--- config.mk ---
export PLATFORM = sky130hd
export DESIGN_NAME = fifo_param_flat
export DESIGN_NICKNAME = d
export VERILOG_FILES = /design/src/rtl/fifo_pkg.sv /design/src/rtl/fifo_param_if.sv /design/src/rtl/fifo_ptr.sv /design/src/rtl/fifo_param.sv /design/src/flat_wrapper.sv
export SDC_FILE = /design/constraint.sdc
export NUM_CORES = 1
export LEC_CHECK = 0
export ABC_AREA = 1
export ABC_CLOCK_PERIOD_IN_PS = 2600
export CAP_MARGIN = 10
export CORE_MARGIN = 2
export CORE_UTILIZATION = 50
export CTS_BUF_LIST = sky130_fd_sc_hd__clkbuf_4
export DETAILED_ROUTE_END_ITERATION = 8
export PLACE_DENSITY = 0.74
export SLEW_MARGIN = 0
export SYNTH_ARGS = -nofsm -noshare
export SYNTH_HDL_FRONTEND = slang
export SYNTH_SLANG_ARGS = --single-unit
--- constraint.sdc ---
create_clock -name CLK -period 2.6 [get_ports CLK]
set_input_delay 0.52 -clock CLK [delete_from_list [all_inputs] [get_ports CLK]]
set_output_delay 0.52 -clock CLK [all_outputs]
set_load 0.01 [all_outputs]
--- src/rtl/fifo_pkg.sv ---
// Shared constants and helpers for the parametrised single-clock FIFO.
package fifo_pkg;

  localparam int unsigned MinDepth     = 2;
  // Pointers carry one extra wrap bit above the memory index.
  localparam int unsigned PtrExtraBits = 1;

  function automatic int unsigned fifo_aw(input int unsigned depth);
    return $clog2(depth);
  endfunction

endpackage

--- src/rtl/fifo_param_if.sv ---
// Producer/consumer bundle for fifo_param; overflow/underflow exist only
// when FIFO_ERR_FLAGS_EN is defined.
interface fifo_param_if
  import fifo_pkg::*;
#(
  parameter int unsigned WIDTH = 4,
  parameter int unsigned DEPTH = 4
);

  localparam int unsigned AW = fifo_aw(DEPTH);

  logic             flush;
  logic [WIDTH-1:0] wdata;
  logic             wen;
  logic             full;
  logic             almost_full;
  logic [WIDTH-1:0] rdata;
  logic             ren;
  logic             empty;
  logic             almost_empty;
  logic [AW:0]      count;
`ifdef FIFO_ERR_FLAGS_EN
  logic             overflow;
  logic             underflow;
`endif

  modport master (
    output flush, wdata, wen, ren,
`ifdef FIFO_ERR_FLAGS_EN
    input  overflow, underflow,
`endif
    input  full, almost_full, rdata, empty, almost_empty, count
  );

  modport slave (
    input  flush, wdata, wen, ren,
`ifdef FIFO_ERR_FLAGS_EN
    output overflow, underflow,
`endif
    output full, almost_full, rdata, empty, almost_empty, count
  );

endinterface

--- src/rtl/fifo_ptr.sv ---
// Wrap-bit pointer for fifo_param: AW index bits plus one wrap bit,
// synchronous flush to zero taking priority over increment.
module fifo_ptr #(
  parameter int unsigned AW = 2
) (
  input  logic        CLK,
  input  logic        RESETN,
  input  logic        flush,
  input  logic        inc,
  output logic [AW:0] ptr
);

  logic [AW:0] ptr_q, ptr_d;

  always_comb begin
    ptr_d = ptr_q;
    if (flush) begin
      ptr_d = '0;
    end else if (inc) begin
      ptr_d = ptr_q + {{AW{1'b0}}, 1'b1};
    end
  end

  always_ff @(posedge CLK or negedge RESETN) begin
    if (!RESETN) begin
      ptr_q <= '0;
    end else begin
      ptr_q <= ptr_d;
    end
  end

  assign ptr = ptr_q;

endmodule

--- src/rtl/fifo_param.sv ---
// Parametrised single-clock show-ahead FIFO with count, almost flags and flush.
// Define FIFO_ERR_FLAGS_EN to add sticky overflow/underflow flags.
module fifo_param
  import fifo_pkg::*;
#(
  parameter int unsigned WIDTH    = 4,
  parameter int unsigned DEPTH    = 4,
  parameter int unsigned AF_LEVEL = DEPTH - 1,
  parameter int unsigned AE_LEVEL = 1
) (
  input logic          CLK,
  input logic          RESETN,
  fifo_param_if.slave  bus
);

  localparam int unsigned AW = fifo_aw(DEPTH);
  localparam int unsigned PW = AW + PtrExtraBits;

  localparam logic [PW-1:0] AfLevel = AF_LEVEL[PW-1:0];
  localparam logic [PW-1:0] AeLevel = AE_LEVEL[PW-1:0];

  logic [PW-1:0]    waddr, raddr;
  logic [PW-1:0]    count;
  logic             full, empty;
  logic             wvalid, rvalid;
  logic [WIDTH-1:0] mem [DEPTH];

  assign empty = (waddr == raddr);
  assign full  = (waddr[AW-1:0] == raddr[AW-1:0]) && (waddr[AW] != raddr[AW]);
  assign count = waddr - raddr;

  // Flush suppresses both accepts so nothing lands after the pointers clear.
  assign wvalid = bus.wen & ~full & ~bus.flush;
  assign rvalid = bus.ren & ~empty & ~bus.flush;

  fifo_ptr #(
    .AW (AW)
  ) u_wptr (
    .CLK    (CLK),
    .RESETN (RESETN),
    .flush  (bus.flush),
    .inc    (wvalid),
    .ptr    (waddr)
  );

  fifo_ptr #(
    .AW (AW)
  ) u_rptr (
    .CLK    (CLK),
    .RESETN (RESETN),
    .flush  (bus.flush),
    .inc    (rvalid),
    .ptr    (raddr)
  );

  always_ff @(posedge CLK) begin
    if (wvalid) begin
      mem[waddr[AW-1:0]] <= bus.wdata;
    end
  end

  assign bus.rdata        = mem[raddr[AW-1:0]];
  assign bus.full         = full;
  assign bus.empty        = empty;
  assign bus.count        = count;
  assign bus.almost_full  = (count >= AfLevel);
  assign bus.almost_empty = (count <= AeLevel);

`ifdef FIFO_ERR_FLAGS_EN
  logic overflow_q, underflow_q;

  always_ff @(posedge CLK or negedge RESETN) begin
    if (!RESETN) begin
      overflow_q  <= 1'b0;
      underflow_q <= 1'b0;
    end else if (bus.flush) begin
      overflow_q  <= 1'b0;
      underflow_q <= 1'b0;
    end else begin
      if (bus.wen && full) begin
        overflow_q <= 1'b1;
      end
      if (bus.ren && empty) begin
        underflow_q <= 1'b1;
      end
    end
  end

  assign bus.overflow  = overflow_q;
  assign bus.underflow = underflow_q;
`endif

endmodule
--- src/flat_wrapper.sv ---
// flat-port wrapper written by rule: the top's interface ports become plain ports
module fifo_param_flat import fifo_pkg::*;
#(
  parameter int unsigned WIDTH    = 4,
  parameter int unsigned DEPTH    = 4,
  parameter int unsigned AF_LEVEL = DEPTH - 1,
  parameter int unsigned AE_LEVEL = 1
)
  (CLK, RESETN, bus_flush, bus_wdata, bus_wen, bus_ren, bus_full, bus_almost_full, bus_rdata, bus_empty, bus_almost_empty, bus_count);
  fifo_param_if #(.WIDTH(WIDTH), .DEPTH(DEPTH)) bus_i ();
  input logic CLK;
  input logic RESETN;
  input wire logic [$bits(bus_i.flush)-1:0] bus_flush;
  input wire logic [$bits(bus_i.wdata)-1:0] bus_wdata;
  input wire logic [$bits(bus_i.wen)-1:0] bus_wen;
  input wire logic [$bits(bus_i.ren)-1:0] bus_ren;
  output wire logic [$bits(bus_i.full)-1:0] bus_full;
  output wire logic [$bits(bus_i.almost_full)-1:0] bus_almost_full;
  output wire logic [$bits(bus_i.rdata)-1:0] bus_rdata;
  output wire logic [$bits(bus_i.empty)-1:0] bus_empty;
  output wire logic [$bits(bus_i.almost_empty)-1:0] bus_almost_empty;
  output wire logic [$bits(bus_i.count)-1:0] bus_count;
  assign bus_i.flush = bus_flush;
  assign bus_i.wdata = bus_wdata;
  assign bus_i.wen = bus_wen;
  assign bus_i.ren = bus_ren;
  assign bus_full = bus_i.full;
  assign bus_almost_full = bus_i.almost_full;
  assign bus_rdata = bus_i.rdata;
  assign bus_empty = bus_i.empty;
  assign bus_almost_empty = bus_i.almost_empty;
  assign bus_count = bus_i.count;
  fifo_param #(.WIDTH(WIDTH), .DEPTH(DEPTH), .AF_LEVEL(AF_LEVEL), .AE_LEVEL(AE_LEVEL)) u_core (.CLK(CLK), .RESETN(RESETN), .bus(bus_i));
endmodule
==> metrics, run 1 <==
Post-synth EDFFs 16; layout cell share with drive strength beyond 1 11.5%; period utilization 94.7%; Ys Warns 0; Fillers 179; slew margin rel. 67.0%; Yosys reg bits 22; Reg area 632 um^2; die area 2650 um^2; Pleak 0.664 nW; setup ws final 0.138 ns; initial antenna violation count 0; GPL Wtd Cong 0.756; # setup viols final 0; Worst Path Buf+Inv 3; Slowest Stage Delay on Critical Path 0.41 ns; DR pass1 iterations 4; slowest CP cell dfrtp_1; Detailed Route WL 2200 um; Total Power 929 uW; asr flop ratio synth 27.3%; RSZ-0062 raised after global routing false; area of the core 2170 um^2; Fin Clk Skew 0.00670 ns; clock sink count 22; count of final max-slew check failures 0; outcome finished clean; CP top delay family adder cells; Yosys top cell by area edfxtp_1; fin crit period 2.46 ns; WL/cell 13.2 um; CTS tree built; VDD IR max 0.422 mV; DR vias/cell 5.34; Cell variety after synth 16; FF-to-FF setup slack 0.57 ns; commonest non-fill, non-tap cell in the layout nor2_1; antenna cells 0; min-delay worst type in2async; Area Overhead vs Synth 28.1%; Remaining Overflow, GRT 0; DIE WIDTH 51.5 um; max-cap violations 0; Yosys top cell area share 42.7%; Synth area leaders edfxtp_1 (43%), dfrtp_1 (13%), ha_1 (7.8%); # hold bufs at CTS 0; synthesized area per cell 9.88 um^2; register area share after synthesis 56.0%; largest net degree at the start of global routing 14; critical path arrival 1.94 ns; Detail Placement HPWL 1600 um; CTS root buffer clkbuf_4; CP Launch Type flop; first-pass GRT wire length 3700 um; First DRT Iteration DRCs 17; pre-CTS setup slack 0.157 ns; Req. time, crit path 2.08 ns; Reg clk slew, reported paths 0.12 ns; Syn Inst Count 114; Slew @ Worst Pin 0.493 ns; worst-path cell chain inv_2, ha_1, inv_1, fa_1, nand3b_1, nand2_1, nor2_1, dlygate4sd2_1; H-tree depth 1; Max Fclk 406 MHz; Placed Cells incl. Taps 162; pwr dens 644 nW/um^2; via count of the routed design 891; Initial Util 51.9%; Non-Filler Instances 167; Num CTS Buffers 3; critical path fanouts, max 4; Min Hold Slack 0.471 ns; worst-skew pair later-pin latency 0.30 ns; IO Port Bufs 19; Top FF cell, synth edfxtp_1; most frequent cells in the layout nor2_1 (17), edfxtp_1 (16), inv_1 (15), nand2_1 (15), clkdlybuf4s50_1 (14); post-route ant nets 0; setup_tns 0 ns; Crit Path Category reg2out; die span in y 51.5 um; vias in the first global route 850; crit end category output port; total I/O pin count 20; area of the multi-input gates 430 um^2; DRC 0; row count 17; syn_nets 131; synthesized area 1130 um^2; Overall Global Routing Usage 19.2%; count of final hold-check violations 0; nets 157; CTS Buffer Depth 2
## path summary, 6_finish.rpt
check | end | cells past startpoint | start
max | bus_almost_empty | 8 | u_core.u_wptr.ptr[0]
min | u_core.u_rptr.ptr[1] | 1 | RESETN
max reg2reg | u_core.mem[3][3] | 7 | u_core.u_rptr.ptr[1]
min reg2reg | u_core.u_wptr.ptr[0] | 3 | u_core.u_wptr.ptr[0]
max in group asynchronous | u_core.u_wptr.ptr[1] | 1 | RESETN
min in group CLK | u_core.u_wptr.ptr[0] | 3 | u_core.u_wptr.ptr[0]
## worst reg2reg max path: cells and delay by family, from the launching register on
kind	cells	cell delay, ns
fa+ha+maj	1	0.28
buf+inv	2	0.24
flops	1	0.40
simple gates	4	0.76
## power breakdown
part | internal [mW] | total [mW] | switching [mW] | leakage, nW
clock network | 0.156 | 0.255 | 0.0993 | 0.0279
logic | 0.130 | 0.275 | 0.146 | 0.410
registers | 0.391 | 0.399 | 0.00761 | 0.226
## cells in the mapped netlist, types with 2 or more instances
master	instances
nand2_1	15
nor2_1	17
o22ai_1	4
dfrtp_1	6
nand3_1	9
ha_1	7
inv_1	18
edfxtp_1	16
nand3_2	2
o21ai_0	8
nand4_1	6
nand2_2	2
## flip-flops by register name, indices dropped and copies added (netlist names)
register,flops
u_core.mem,16
u_core.u_rptr.ptr,3
u_core.u_wptr.ptr,3
## metal layers
layer / wire length, um / GRT usage (%) / vias up
li1: - / - / 439
met1: 1040 / 25.2 / 420
met2: 1030 / 33.1 / 28
met3: 91 / 3.51 / 4
met4: 32 / 3.95 / 0
met5: 0 / 0 / -
## cell type report
class                      instances  share of cell area, %
multi-input combinational         72                   29.8
timing repair buffer              23                   15.4
tap                               28                   2.43
clock inverter                     1                   2.08
sequential                        22                   43.8
clock buffer                       3                   1.56
inverter                          18                   4.94
## per-stage QoR
| stage | cell area (um^2) | util (%) |
|---|---|---|
| global placement | 1360 | 62.7 |
| finish | 1440 | 66.5 |
| floorplan | 1130 | - |
| global route | 1440 | 66.5 |
| detailed placement | 1360 | 62.7 |
| CTS | 1420 | 65.3 |
## cell families after synthesis
family | share of synthesized area, %
AOI/OAI and AO/OA | 5.78
buffers and inverters | 7.11
adders and majority gates | 9.56
DFF | 56.0
and+or+nand+nor | 21.6
## repair_timing
item / CTS / global route
endpoints found under the setup margin: 4 / 4
buffers inserted: 1 / 0
gates resized for setup: 4 / 7
Power figures use the tool's default switching activity.
==> run 2, diff against run 1 <==
- CELL_PAD_IN_SITES_DETAIL_PLACEMENT: default -> 1
- CELL_PAD_IN_SITES_GLOBAL_PLACEMENT: default -> 1
- CORE_ASPECT_RATIO: default -> 1.75
- CORE_UTILIZATION: 50 -> 44
- GPL_TIMING_DRIVEN: default -> 0
- PLACE_DENSITY: 0.74 -> 0.84
==> run 2 against run 1 <==
Non-clock buffer count is 4 higher. Critical path depth is 1 lower. Register-to-register slack gained 0.04 ns. Routed wire length up 29%. Critical endpoint unchanged. Clock power rose by 5%. Clock skew up 0.00069 ns. Hold slack got worse by 0.052 ns. Die area is 13% higher.
==> metrics, run 2 (synthesis results as in run 1) <==
GPL Wtd Cong 0.720 (-4.7%); WL/cell 16.7 um (+26%); clock sink count 22 (unchanged); row count 24 (+7); Initial Util 45.7% (-6.2 points); Detail Placement HPWL 2230 um (+40%); CP top delay family buffers and inverters; max reg flops 16 (unchanged); DR vias/cell 5.49 (+2.9%); First DRT Iteration DRCs 12 (-5); die span in y 70.9 um (+38%); antenna cells 0 (unchanged); total I/O pin count 20 (unchanged); CTS Buffer Depth 2 (unchanged); CTS root buffer clkbuf_4; Num CTS Buffers 3 (unchanged); most frequent cells in the layout nor2_1 (17), edfxtp_1 (16), nand2_1 (15); Remaining Overflow, GRT 0 (unchanged); layout cell share with drive strength beyond 1 16.0% (+4.5 points); outcome finished clean; # hold bufs at CTS 0 (unchanged); pre-CTS setup slack 0.0113 ns (-0.146 ns); IO Port Bufs 19 (unchanged); Min Hold Slack 0.419 ns (-0.0521 ns); fin crit period 2.51 ns (+0.0472 ns); Overall Global Routing Usage 20.8% (+1.6 points); first-pass GRT wire length 4690 um (+27%); post-route ant nets 0 (unchanged); slowest CP cell dfrtp_2; CTS tree built; Max Fclk 399 MHz (-1.9%); Slowest Stage Delay on Critical Path 0.41 ns (about the same); DRC 0 (unchanged); crit end category output port; vias in the first global route 992 (+17%); worst-skew pair later-pin latency 0.33 ns (+0.03 ns); Req. time, crit path 2.08 ns (about the same); largest net degree at the start of global routing 14 (unchanged); FF-to-FF path depth 7 (unchanged); Worst Path Buf+Inv 3 (unchanged); min-delay worst type in2async; slew margin rel. 70.7% (+3.7 points); Detailed Route WL 2830 um (+29%); area of the core 2460 um^2 (+13%); CP Launch Type flop; RR Endpoint u_core.mem[0][1]; DIE WIDTH 42.2 um (-18%); # setup viols final 0 (unchanged); count of final hold-check violations 0 (unchanged); Slew @ Worst Pin 0.438 ns (-0.0558 ns); VDD IR max 0.280 mV (-34%); die area 3000 um^2 (+13%); setup ws final 0.0908 ns (-0.0472 ns); DR pass1 iterations 4 (unchanged); max-cap violations 0 (unchanged); commonest non-fill, non-tap cell in the layout nor2_1; critical path arrival 1.99 ns (+0.05 ns); Pleak 0.675 nW (+1.7%); period utilization 96.5% (+1.8 points); Reg clk slew, reported paths 0.13 ns (about the same); FF-to-FF setup slack 0.61 ns (+0.04 ns); utilization after layout 60.2% (-6.3 points); count of final max-slew check failures 0 (unchanged); setup_tns 0 ns (unchanged); Fin Clk Skew 0.00739 ns (+0.000686 ns); Crit Path Category reg2out; pwr dens 656 nW/um^2 (+1.9%); Reg2Reg Launch Point u_core.u_rptr.ptr[1]; H-tree depth 1 (unchanged); Area Overhead vs Synth 31.6%; worst-path cell chain clkinvlp_4, buf_4, fa_2, nand3b_1, nand2_1, nor2_1, clkdlybuf4s15_1; crit path from u_core.u_rptr.ptr[1]; critical path fanouts, max 5 (+1); Non-Filler Instances 170 (+1.8%); initial antenna violation count 0 (unchanged); nets 162 (+3.2%); Placed Cells incl. Taps 159 (-1.9%); via count of the routed design 933 (+4.7%)
-- run 2: power breakdown --
group          leakage, nW  switching, mW  total, mW  internal (mW)
sequential           0.225         0.0116      0.403          0.391
clock               0.0279          0.111      0.267          0.156
combinational        0.422          0.164      0.302          0.138
total                0.675          0.286      0.972          0.686
-- run 2: worst reg2reg max path, cell delays in order, from the launching register on --
cell	delay (ns)
dfrtp_2	0.41
clkinvlp_4	0.15
ha_1	0.30
nand2_1	0.08
inv_2	0.06
nand3_4	0.11
nand3_1	0.17
nor2_1	0.39
-- run 2: layer usage --
| layer | vias to the layer above | routed length, um | GRT usage, % | part of all wire, % |
|---|---|---|---|---|
| met5 | - | 0 | 0 | 0 |
| met4 | 0 | 75 | 8.33 | 2.6 |
| met3 | 10 | 73 | 2.81 | 2.6 |
| met2 | 23 | 1660 | 39.8 | 58 |
| met1 | 454 | 1030 | 21.8 | 36 |
| li1 | 446 | - | - | - |
-- run 2: what timing repair did --
item,in CTS,in global routing
buffers inserted,2,4
gates cloned,0,1
resized for setup,6,12
endpoints found under the setup margin,6,8
pin swaps,0,1
-- run 2: cell type report --
class | count | area (um^2)
multi-input combinational | 72 | 433
clock inverter | 1 | 30.0
timing repair inverter | 1 | 5.00
timing repair buffer | 25 | 236
buffer | 2 | 15.0
inverter | 18 | 75.1
sequential | 22 | 632
fill | 294 | 981
clock buffer | 3 | 22.5
tap | 26 | 32.5
-- run 2: how the worst max path moves through the flow --
stage / endpoint / cells past startpoint
2_1_floorplan: bus_almost_empty / 7
4_1_cts: bus_empty / 6
3_3_place_gp: bus_almost_full / 7
5_1_grt: bus_almost_empty / 7
6_report: bus_almost_empty / 7
3_5_place_dp: bus_almost_empty / 8
-- run 2: metrics by stage --
step	cell area [um^2]	total power [mW]
2_1_floorplan	1130	0.543
3_3_place_gp	1350	0.675
3_5_place_dp	1350	0.696
4_1_cts	1410	0.945
5_1_grt	1480	1.02
6_report	1480	0.972
